`config.mk`:
```
export PLATFORM = sky130hd
export DESIGN_NAME = le18_port_ctrl
export DESIGN_NICKNAME = d
export VERILOG_FILES = /design/src/rtl/le18_port_ctrl.sv
export SDC_FILE = /design/constraint.sdc
export NUM_CORES = 1
export LEC_CHECK = 0
export BUFFER_PORTS_ARGS = -buffer_cell sky130_fd_sc_hd__buf_2
export CORE_MARGIN = 10
export CORE_UTILIZATION = 35
export CTS_BUF_LIST = sky130_fd_sc_hd__clkbuf_8
export CTS_CLUSTER_SIZE = 10
export DETAILED_ROUTE_END_ITERATION = 12
export GPL_TIMING_DRIVEN = 0
export MAX_ROUTING_LAYER = met4
export PLACE_DENSITY = 0.59
export SLEW_MARGIN = 20
export SYNTH_ARGS = -nofsm -noshare
export SYNTH_HDL_FRONTEND = slang
export SYNTH_SLANG_ARGS = --single-unit
```
`constraint.sdc`:
```
create_clock -name clk -period 2.82 [get_ports clk]
set_input_delay 0.282 -clock clk [delete_from_list [all_inputs] [get_ports clk]]
set_output_delay 0.282 -clock clk [all_outputs]
set_load 0.005 [all_outputs]
```
`src/rtl/le18_port_ctrl.sv`:
```
// Z80 I/O front-end for the LE18 graphics plane: decodes ports 0xEC-0xEF,
// holds the X/Y/option registers and sequences RAM port A strobes.
module le18_port_ctrl #(
  parameter int unsigned Y_LAST = 191
) (
  input  logic        clk,
  input  logic        rst_n,
  input  logic [7:0]  TRS_A,
  input  logic [7:0]  TRS_D,
  input  logic        TRS_IN,
  input  logic        TRS_OUT,
  input  logic        io_access,
  input  logic        splash_en,
  input  logic        vid_blank,
  output logic        ram_ce,
  output logic        ram_we,
  output logic        ram_oce,
  output logic [13:0] ram_addr,
  output logic [5:0]  ram_din,
  input  logic [5:0]  ram_dout,
  output logic [7:0]  dout,
  output logic        dout_rdy,
  output logic        le18_enable
);

  localparam logic [7:0] YLast = 8'(Y_LAST);

  typedef enum logic [2:0] {
    S_IDLE, S_WR_WAIT, S_WR, S_RD_CE, S_RD_OCE, S_RD_RDY, S_ST_RDY
  } state_e;

  state_e      state_q, state_d;
  logic [5:0]  x_q, x_d;
  logic [7:0]  y_q, y_d;
  logic [2:0]  opt_q, opt_d;     // {incy, incx, en}
  logic [5:0]  din_q, din_d;
  logic [7:0]  dout_q, dout_d;
  logic        post_inc;
  logic        wr_acc, rd_acc;

  assign wr_acc      = io_access & ~TRS_OUT;
  assign rd_acc      = io_access & ~TRS_IN;
  assign le18_enable = opt_q[0] | splash_en;
  assign ram_addr    = {y_q, x_q};
  assign ram_din     = din_q;

  always_ff @(posedge clk or negedge rst_n) begin
    if (!rst_n) begin
      state_q <= S_IDLE;
      x_q     <= '0;
      y_q     <= '0;
      opt_q   <= '0;
      din_q   <= '0;
      dout_q  <= '0;
    end else begin
      state_q <= state_d;
      x_q     <= x_d;
      y_q     <= y_d;
      opt_q   <= opt_d;
      din_q   <= din_d;
      dout_q  <= dout_d;
    end
  end

  always_comb begin
    state_d  = state_q;
    x_d      = x_q;
    y_d      = y_q;
    opt_d    = opt_q;
    din_d    = din_q;
    dout_d   = dout_q;
    ram_ce   = 1'b0;
    ram_we   = 1'b0;
    ram_oce  = 1'b0;
    dout_rdy = 1'b0;
    dout     = dout_q;
    post_inc = 1'b0;

    unique case (state_q)
      // Accesses are only decoded while idle; anything else is dropped.
      S_IDLE: begin
        if (wr_acc) begin
          unique case (TRS_A)
            8'hEC: begin
              state_d = S_WR_WAIT;
              din_d   = TRS_D[5:0];
            end
            8'hED: x_d = TRS_D[5:0];
            8'hEE: y_d = TRS_D;
            8'hEF: if (!splash_en) opt_d = TRS_D[2:0];
            default: ;
          endcase
        end else if (rd_acc) begin
          unique case (TRS_A)
            8'hEC:   state_d = S_RD_CE;
            8'hEF:   state_d = S_ST_RDY;
            default: ;
          endcase
        end
      end
      S_WR_WAIT: state_d = S_WR;
      S_WR: begin
        ram_ce   = 1'b1;
        ram_we   = 1'b1;
        post_inc = 1'b1;
        state_d  = S_IDLE;
      end
      S_RD_CE: begin
        ram_ce  = 1'b1;
        state_d = S_RD_OCE;
      end
      S_RD_OCE: begin
        ram_oce = 1'b1;
        state_d = S_RD_RDY;
      end
      // Read data is passed straight through in the ready cycle and held after.
      S_RD_RDY: begin
        dout     = {vid_blank, le18_enable, ram_dout};
        dout_d   = dout;
        dout_rdy = 1'b1;
        post_inc = 1'b1;
        state_d  = S_IDLE;
      end
      S_ST_RDY: begin
        dout     = {vid_blank, le18_enable, 3'b000, opt_q};
        dout_d   = dout;
        dout_rdy = 1'b1;
        state_d  = S_IDLE;
      end
      default: state_d = S_IDLE;
    endcase

    if (post_inc && opt_q[1]) begin
      x_d = x_q + 6'd1;
      if (x_q == 6'd63 && opt_q[2])
        y_d = (y_q == YLast) ? '0 : y_q + 8'd1;
    end
  end

endmodule

```
* Yosys cells after proc, flatten, opt, wreduce, memory -nomap -nowiden
Index checks and enable logic that the tools add are counted.
** Word-level totals
- Output and inout bits :: 33
- Flip-flop bits (word level) :: 34
- Word-level logic and storage cells :: 63
** Operators by class
- $add $sub $neg :: 2
- Bitwise logic cells :: 6
- Equal/unequal tests :: 15
- Reductions and logical operators :: 13
- Mux-type cells :: 21
** Operators by type and width (number)
- 2-to-1 mux 8 bit :: 6
- == test 8 bit (second input constant) :: 5
- 2-to-1 mux 6 bit :: 4
- case mux 8 bit (2 select lines) :: 1
- case mux 3 bit (4 select lines) :: 1
- == test 3 bit (second input constant) :: 3
- 2-to-1 mux 3 bit :: 3
- AND reduction 3 bit :: 3
- adder 8 x 1 -> 8 bit (second input constant) :: 1
- adder 6 x 1 -> 6 bit (second input constant) :: 1
- == test 3 x 2 -> 1 bit (second input constant) :: 2
- == test 6 bit (second input constant) :: 1
- case mux 3 bit (2 select lines) :: 1
- nonzero test 2 bit :: 3
- OR reduction 2 bit :: 3
- 2-to-1 mux 1 bit :: 5
- AND reduction 4 bit :: 1
- == test 3 x 1 -> 1 bit (second input constant) :: 1
- zero test 3 bit :: 1
- != test 3 x 1 -> 1 bit (second input constant) :: 1
- != test 3 x 2 -> 1 bit (second input constant) :: 1
- != test 3 bit (second input constant) :: 1
- NOT 1 bit :: 3
- AND 1 bit :: 2
- other kinds (2) :: 3

* Depth between registers and ports, before layout
- Depth after elaboration :: 6
- Depth in mapped cells :: 7
- Mapped depth without buffers :: 5

* Worst setup path before layout
Ideal clock, no wire load.
- Kind :: flip-flop to flip-flop
- From :: reg state_q[0]
- To :: reg x_q[3]
- Slack :: 0.760 ns
- Buffers on the path :: 1
- Data required time :: 2.747 ns
- Arrival time :: 1.987 ns
- Library setup time :: 0.073 ns
- Cell stages (with the launch flop) :: 6
- Path through :: dfrtp_1 or4_1 buf_2 or4_4 mux2_2 a21oi_2
** Between the ends
- Word-level cells in the longest chain between the ends :: 6
** RTL lines
- start: declaration :: RTL line 32 : state_e state_q, state_d;
- start signal: assignment :: RTL line 56 : state_q <= state_d;
- == test 3 bit / == test 3 x 2 -> 1 bit (equally long branches) :: RTL line 79 : unique case (state_q)
- OR reduction 2 bit (no source line)
- 2-to-1 mux 1 bit :: RTL line 79
- logical AND 1 bit :: RTL line 133 : if (post_inc && opt_q[1]) begin
- nonzero test 2 bit (no source line)
- AND reduction 3 bit (no source line)
- end signal: assignment :: RTL line 50 : x_q <= '0;
- end signal: assignment :: RTL line 57 : x_q <= x_d;
- end: declaration :: RTL line 33 : logic [5:0] x_q, x_d;
Parallel ways exist; a longest one is shown, timed or not.
A chain may end at the register's enable or synchronous reset.

* Final worst setup path
- From :: reg state_q[0]
- To :: reg y_q[4]
** Between the ends
- Word-level cells in the longest chain between the ends :: 5
** RTL lines
- == test 3 bit / == test 3 x 2 -> 1 bit (equally long branches) :: RTL line 79
- OR reduction 2 bit (no source line)
- 2-to-1 mux 1 bit :: RTL line 79
- logical AND 1 bit :: RTL line 133
- 2-to-1 mux 8 bit * :: RTL line 133
- via y_d[4] :: RTL line 34 : logic [7:0] y_q, y_d;
- end signal: assignment :: RTL line 58 : y_q <= y_d;
- end: declaration :: RTL line 34
Mark *: on every way through the listed nets, which the timed path passes. The rest lies on a longest branch.

==> impl_metrics.json <==
{
  "status": "finished, final reports clean",
  "slew_viol_final": 0,
  "place_congestion": 0.819,
  "die_height_um": 93.5,
  "tns_ns": 0,
  "syn_inst": 179,
  "start_kind": "flop",
  "rsz0062_at_grt": "false",
  "yosysSeqAreaShare": 0.450,
  "cp_num_cells": 6,
  "dpl.hpwl_um": 4070,
  "endpoint": "y_q[4]$_DFF_PN0_",
  "antenna_left": 0,
  "fillers": 526,
  "p_leak_nw": 1.15,
  "dr.pass1.iters": 4,
  "wl_um": 5450,
  "syn_area_per_cell_sq_um": 10.6,
  "worstPathCellList": "nor3b_1, o2111a_1, clkbuf_1, clkbuf_1, nand3_1, o211a_1",
  "synth_nets": 210,
  "htreeDepth": 2,
  "grt_max_degree": 35,
  "ys.warnings.count": 0,
  "period_share": 0.861,
  "grt_usage": 0.134,
  "max_freq_ghz": 0.412,
  "netlist_area_sq_um": 1890,
  "cts_hold_buf": 0,
  "final_hold_viol_count": 0,
  "r2r-start": "state_q[0]$_DFFE_PN0P_",
  "viasPerCell": 5.40,
  "synthFlopType": "dfrtp_1",
  "cts_max_path_buffers": 2,
  "grt_pass1_wl_um": 9190,
  "routedWlPerCell_um": 17.1,
  "critPathKind": "reg2reg",
  "drive_gt1_frac": 0.375,
  "path_buf_inv": 2,
  "clock-skew-final_ns": 0.0118,
  "via_count": 1717,
  "syn_to_final_growth_pct": 26.5,
  "worstPathRequired_ns": 2.98,
  "p_per_area_nw_per_um2": 456,
  "portBuffers": 61,
  "synth-async-reset-ratio": 1.00,
  "synth_edf_count": 0,
  "grt_pass1_vias": 1794,
  "drc": 0,
  "n_antenna_cell": 0,
  "dieArea_sq_um": 8740,
  "tritoncts": "built",
  "drtIter0Drc": 100,
  "cts_root_buf": "clkbuf_8",
  "cts_sinks": 34,
  "period_minus_slack_ns": 2.43,
  "crit_family": "buffers and inverters",
  "drv_cap": 0,
  "postCtsSetupBuffers": 0,
  "finalSetupViolations": 0,
  "crit_top_cell": "clkbuf_1",
  "ir_worst_vdd_mv": 0.330,
  "maxSlewHeadroom": 0.471,
  "min_path_type": "in2async",
  "cts.reportedPaths.clkPinSlew_ns": 0.08,
  "cts_resized": 0,
  "die_x_um": 93.5,
  "r2r-end": "y_q[4]$_DFF_PN0_",
  "ys_ff_latch": 34,
  "cp_max_fo": 10,
  "grt_overflow_total": 0,
  "core_area_sq_um": 5170,
  "slowest_delay_ns": 0.53,
  "grt_antenna_before_repair": 0,
  "std_cell_rows": 26,
  "crit_start": "state_q[0]$_DFFE_PN0P_",
  "start_util": 0.366,
  "io_pins": 62,
  "cp.arrival_ns": 2.59,
  "tightest_slew_ns": 0.794,
  "cts_buffers": 5,
  "clkLatencyLatePin_ns": 0.29,
  "fin_nets": 278,
  "crit_path_end_kind": "flop",
  "whs_ns": 0.0731,
  "synth.distinct_cells": 50,
  "r2r_cells": 6,
  "power_mw": 1.09,
  "crit_slowest_cell": "nor3b_1",
  "reg2reg_slack_ns": 0.39
}
## stage by stage
step / cell area, sq um / util / cells / setup slack (ns)
after CTS: 2390 / 0.463 / 318 / 0.434
final: 2390 / 0.463 / 318 / 0.393
after global routing: 2390 / 0.463 / 318 / 0.199
after detailed placement: 2280 / 0.441 / 310 / 0.460
after global placement: 2280 / 0.441 / 310 / 0.448
after floorplan: 1890 / - / 179 / 0.760
## where the power goes
group          internal, mW  switching [mW]
registers             0.504          0.0163
clock network         0.260           0.186
logic                0.0544          0.0697
total                 0.818           0.272
## worst min path at each step
stage                     cells after the start  startpoint  slack (ns)                endpoint
after floorplan                               0       rst_n       -0.01     dout_q[0]$_DFF_PN0_
after global placement                        1       rst_n        0.42        y_q[7]$_DFF_PN0_
after detailed placement                      1       rst_n        0.42        y_q[7]$_DFF_PN0_
after CTS                                     1       rst_n        0.09  ram_din[3]$_DFFE_PN0P_
after global routing                          1       rst_n        0.12        y_q[3]$_DFF_PN0_
final                                         1       rst_n        0.07  ram_din[5]$_DFFE_PN0P_
## registers in the layout, summed over array words and instances, names as in the netlist
signal and count:
ram_din 6, x_q 6, state_q 3, y_q 8, dout_q 8, opt_q 3
## per-layer routing
layer	share of wire	global-route usage	wire length (um)	vias up
met5	0	-	0	-
met2	0.49	0.205	2660	38
met4	0.012	0.0386	65	0
met3	0.025	0.0240	139	7
met1	0.48	0.175	2590	843
li1	-	-	-	829
## cell usage after synthesis (4+ instances only)
cell / instances / area (sq um)
dfrtp_1: 34 / 851
mux2_2: 14 / 158
a22o_1: 8 / 70.1
nand2_1: 8 / 30.0
o21ai_0: 8 / 40.0
o22ai_1: 8 / 50.1
inv_1: 7 / 26.3
a21oi_1: 6 / 30.0
mux2i_1: 6 / 60.1
nor2_1: 6 / 22.5
clkbuf_1: 5 / 18.8
a32oi_1: 4 / 35.0
and2_1: 4 / 25.0
and3_1: 4 / 25.0
## cells in the final DEF (no fill, tap or decap), types with 4 or more instances in the layout
| master | instances |
|---|---|
| and3_1 | 4 |
| o21ai_0 | 8 |
| a22o_1 | 8 |
| inv_1 | 7 |
| mux2i_1 | 6 |
| buf_2 | 63 |
| and2_1 | 4 |
| dfrtp_1 | 34 |
| mux2_2 | 14 |
| nand2_1 | 8 |
| o22ai_1 | 8 |
| a32oi_1 | 4 |
| clkbuf_1 | 5 |
| a21oi_1 | 6 |
| nor2_1 | 6 |
| clkbuf_8 | 5 |
## area by class of cell
type | instances | area, sq um | share of cell area
clock inverters | 3 | 40.0 | 0.0167
clock buffers | 5 | 68.8 | 0.0288
well taps | 70 | 87.6 | 0.0366
multi-input cells | 131 | 985 | 0.412
repair buffers | 61 | 305 | 0.128
inverters | 7 | 26.3 | 0.0110
plain buffers | 7 | 28.8 | 0.0120
flip-flops and latches | 34 | 851 | 0.356
## cells by family (layout without fill, tap and decap cells)
kind of cell | count (synthesis) | count (layout) | synth area share
AO/OA/AOI/OAI | 51 | 51 | 0.197
XOR/XNOR | 1 | 1 | 0.00463
adder cells (fa/ha/maj) | 2 | 2 | 0.0132
buffers and inverters | 14 | 83 | 0.0291
flip-flops | 34 | 34 | 0.450
multiplexers | 20 | 20 | 0.115
AND/OR/NAND/NOR | 57 | 57 | 0.191
Power figures use the tool's default switching activity.
